## src/rtl/add_sync.sv

```systemverilog
// Registered unsigned adder: sum is a+b one clock after a and b are sampled.
// The carry-out is kept as the MSB, so the result never wraps.
module add_sync #(
  parameter int               WIDTH     = 4,
  parameter logic [WIDTH:0]   RESET_SUM = '0
) (
  input  logic             clk,
  input  logic             rst,
  input  logic [WIDTH-1:0] a,
  input  logic [WIDTH-1:0] b,
  output logic [WIDTH:0]   sum
);

  logic [WIDTH:0] sum_q;
  logic [WIDTH:0] sum_d;

  // Operands are widened first so the carry lands in the top bit.
  always_comb begin
    sum_d = {1'b0, a} + {1'b0, b};
  end

  always_ff @(posedge clk) begin
    if (rst) begin
      sum_q <= RESET_SUM;
    end else begin
      sum_q <= sum_d;
    end
  end

  assign sum = sum_q;

endmodule

```

## config.mk

```make
export PLATFORM = sky130hd
export DESIGN_NAME = add_sync
export DESIGN_NICKNAME = d
export VERILOG_FILES = /design/src/rtl/add_sync.sv
export SDC_FILE = /design/constraint.sdc
export NUM_CORES = 1
export LEC_CHECK = 0
export BUFFER_PORTS_ARGS = -buffer_cell sky130_fd_sc_hd__buf_2
export CAP_MARGIN = 40
export CORE_AREA = 2 2 39 41
export CTS_CLUSTER_SIZE = 25
export DETAILED_ROUTE_END_ITERATION = 16
export DIE_AREA = 0 0 41 43
export PLACE_DENSITY = 0.51
export SLEW_MARGIN = 30
export SYNTH_ARGS = -nofsm -noshare
export SYNTH_HDL_FRONTEND = slang
export SYNTH_SLANG_ARGS = --single-unit
```

## constraint.sdc

```tcl
create_clock -name clk -period 1.71 [get_ports clk]
set_input_delay 0.2565 -clock clk [delete_from_list [all_inputs] [get_ports clk]]
set_output_delay 0.2565 -clock clk [all_outputs]
set_load 0.005 [all_outputs]
```

==> run metrics <==
drt wl/cell=7.13 µm; element type at the critical path start=primary input; layout cells sized above 1=0.409; GRT Resource Usage Total=0.0603; largest net degree at the start of global routing=7; Setup TNS Final=0 ns; initial antenna violation count=0; Fillers=160; most numerous cell in the Yosys netlist=dfxtp_1; vias in the first global route=198; post-route DRC violation count=0; detailed placer's ending HPWL=379 µm; Synth warnings=0; syn nets=41; Reg clk slew, reported paths=0.04 ns; synthesized area=260 µm²; cell chosen for the clock root=clkbuf_4; die width=41 µm; setup bufs post-CTS=0; Final Hold Viols=0; Max Fanout on Critical Path=2; TritonCTS clock tree=done; Pwr per Cell Area=857 mW/mm²; switching pwr=73.2 µW; combinational share of power=0.186; Initial Utilization=0.188; Ant. Diodes=0; top post-synthesis cells by area=dfxtp_1 (38%), ha_1 (19%), nor2b_1 (9.6%); Main synth FF type=dfxtp_1; RSZ-0062 raised after global routing=no; WL final=428 µm; number of max-cap violations=0; crit path DAT=1.27 ns; Nets=60; H-Tree Level Count=1; Min-Delay Path Class=in2reg; placed cell count=56; Final Critical Period=1.15 ns; Yosys top cell by area=dfxtp_1; Int Pwr=250 µW; Worst EP required=1.83 ns; ANT nets after route=0; total iterations of the first detailed-routing run=2; Synth top area share=0.385; hold bufs inserted after CTS=0; grt ovf=0; critical path class=in2reg; status=complete, no violations; cell count after synthesis=26; Lkg Pwr=0.201 nW; Distinct cells, synth=12; first-pass GRT wire length=634 µm; total CTS buffers=3; # setup viols final=0; fmax=869 MHz; Rows=14; Worst Max-Slew Pin Slew=0.156 ns; count of input and output buffers=14; Initial DRC Count=1; Slew Limit Headroom=0.895; fin. max-slew vios=0; Worst VDD drop=0.149 mV; Final period util=0.673; vias per cell=3.57; sequential share of power=0.404; EDFF count, synth=0; Sw Share=0.227; Die Y=43 µm; #FFs+latches synth=5; DR vias=214; max reg flops=5; I/O Pins=15; Die Area=0.00176 mm²; Resized cells post-CTS=0; syn avg cell area=10.0 µm²; clock buffer depth=2; Synth async-reset ratio=0; area delta synth->final=44.7%; Clock power frac=0.410; global placement routability congestion=0.588; sequential fraction of the synthesis area=0.385; final std cells w/o fill=60; crit path capture type=flip-flop; CTS sink count=5; most frequent cells after synthesis=dfxtp_1 (5), ha_1 (4), inv_1 (4), nor2b_1 (4), nor2_1 (2); core area=0.00138 mm²
[per-stage QoR]
stage	hold slack, ns	power, mW	worst slack, ns	cell area, µm²	utilization
floorplan	0.323	0.166	0.473	260	-
global placement	0.492	0.194	0.305	350	0.253
detailed placement	0.493	0.194	0.303	350	0.253
CTS	0.238	0.333	0.550	377	0.272
global route	0.271	0.344	0.414	377	0.272
finish	0.243	0.323	0.560	377	0.272
[layout by cell type (no fill, tap or decap), types with 2 or more instances in the layout]
cell | synthesis | layout
ha_1 | 4 | 4
clkbuf_4 | 0 | 3
inv_1 | 4 | 4
nor2_1 | 2 | 2
nor2b_1 | 4 | 4
dfxtp_1 | 5 | 5
buf_2 | 0 | 14
[critical path: stages]
cell     delay, ns
buf_2         0.10
ha_1          0.28
a21o_1        0.17
a21oi_2       0.13
mux2_1        0.32
[power by group through the flow]
| stage | sequential (mW) | clock, mW | combinational, mW |
|---|---|---|---|
| after detailed placement | 0.133 | 0 | 0.0616 |
| after global routing | 0.131 | 0.143 | 0.0707 |
| after floorplan | 0.135 | 0 | 0.0311 |
| after global placement | 0.133 | 0 | 0.0614 |
| final | 0.130 | 0.132 | 0.0602 |
| after CTS | 0.130 | 0.140 | 0.0621 |
[worst paths after layout]
| kind | startpoint | end | slack, ns | cells past startpoint |
|---|---|---|---|---|
| hold / removal | rst | sum[1] | 0.24 | 2 |
| setup / recovery | a[1] | sum[3] | 0.56 | 5 |
[layer usage]
metal / up-vias / track usage / wire, µm
li1: 119 / - / -
met5: - / 0 / 0
met3: 2 / 0 / 44
met4: 0 / 0.120 / 19
met2: 11 / 0.0813 / 194
met1: 82 / 0.0516 / 169
[layout make-up]
class | count | area [µm²] | share of cell area
clock buffers | 4 | 26.3 | 0.0698
inverters | 4 | 15.0 | 0.0399
multi-input cells | 17 | 145 | 0.385
flip-flops and latches | 5 | 100 | 0.266
well taps | 16 | 20.0 | 0.0532
repair buffers | 14 | 70.1 | 0.186
[cells by family after synthesis]
logic type	Yosys count	synth area share
adders and majority gates	5	0.269
buffers and inverters	4	0.0577
DFF	5	0.385
muxes	1	0.0433
and+or+nand+nor	7	0.144
AOI/OAI and AO/OA	4	0.101
Note: power is estimated with default switching activity, not from simulation.
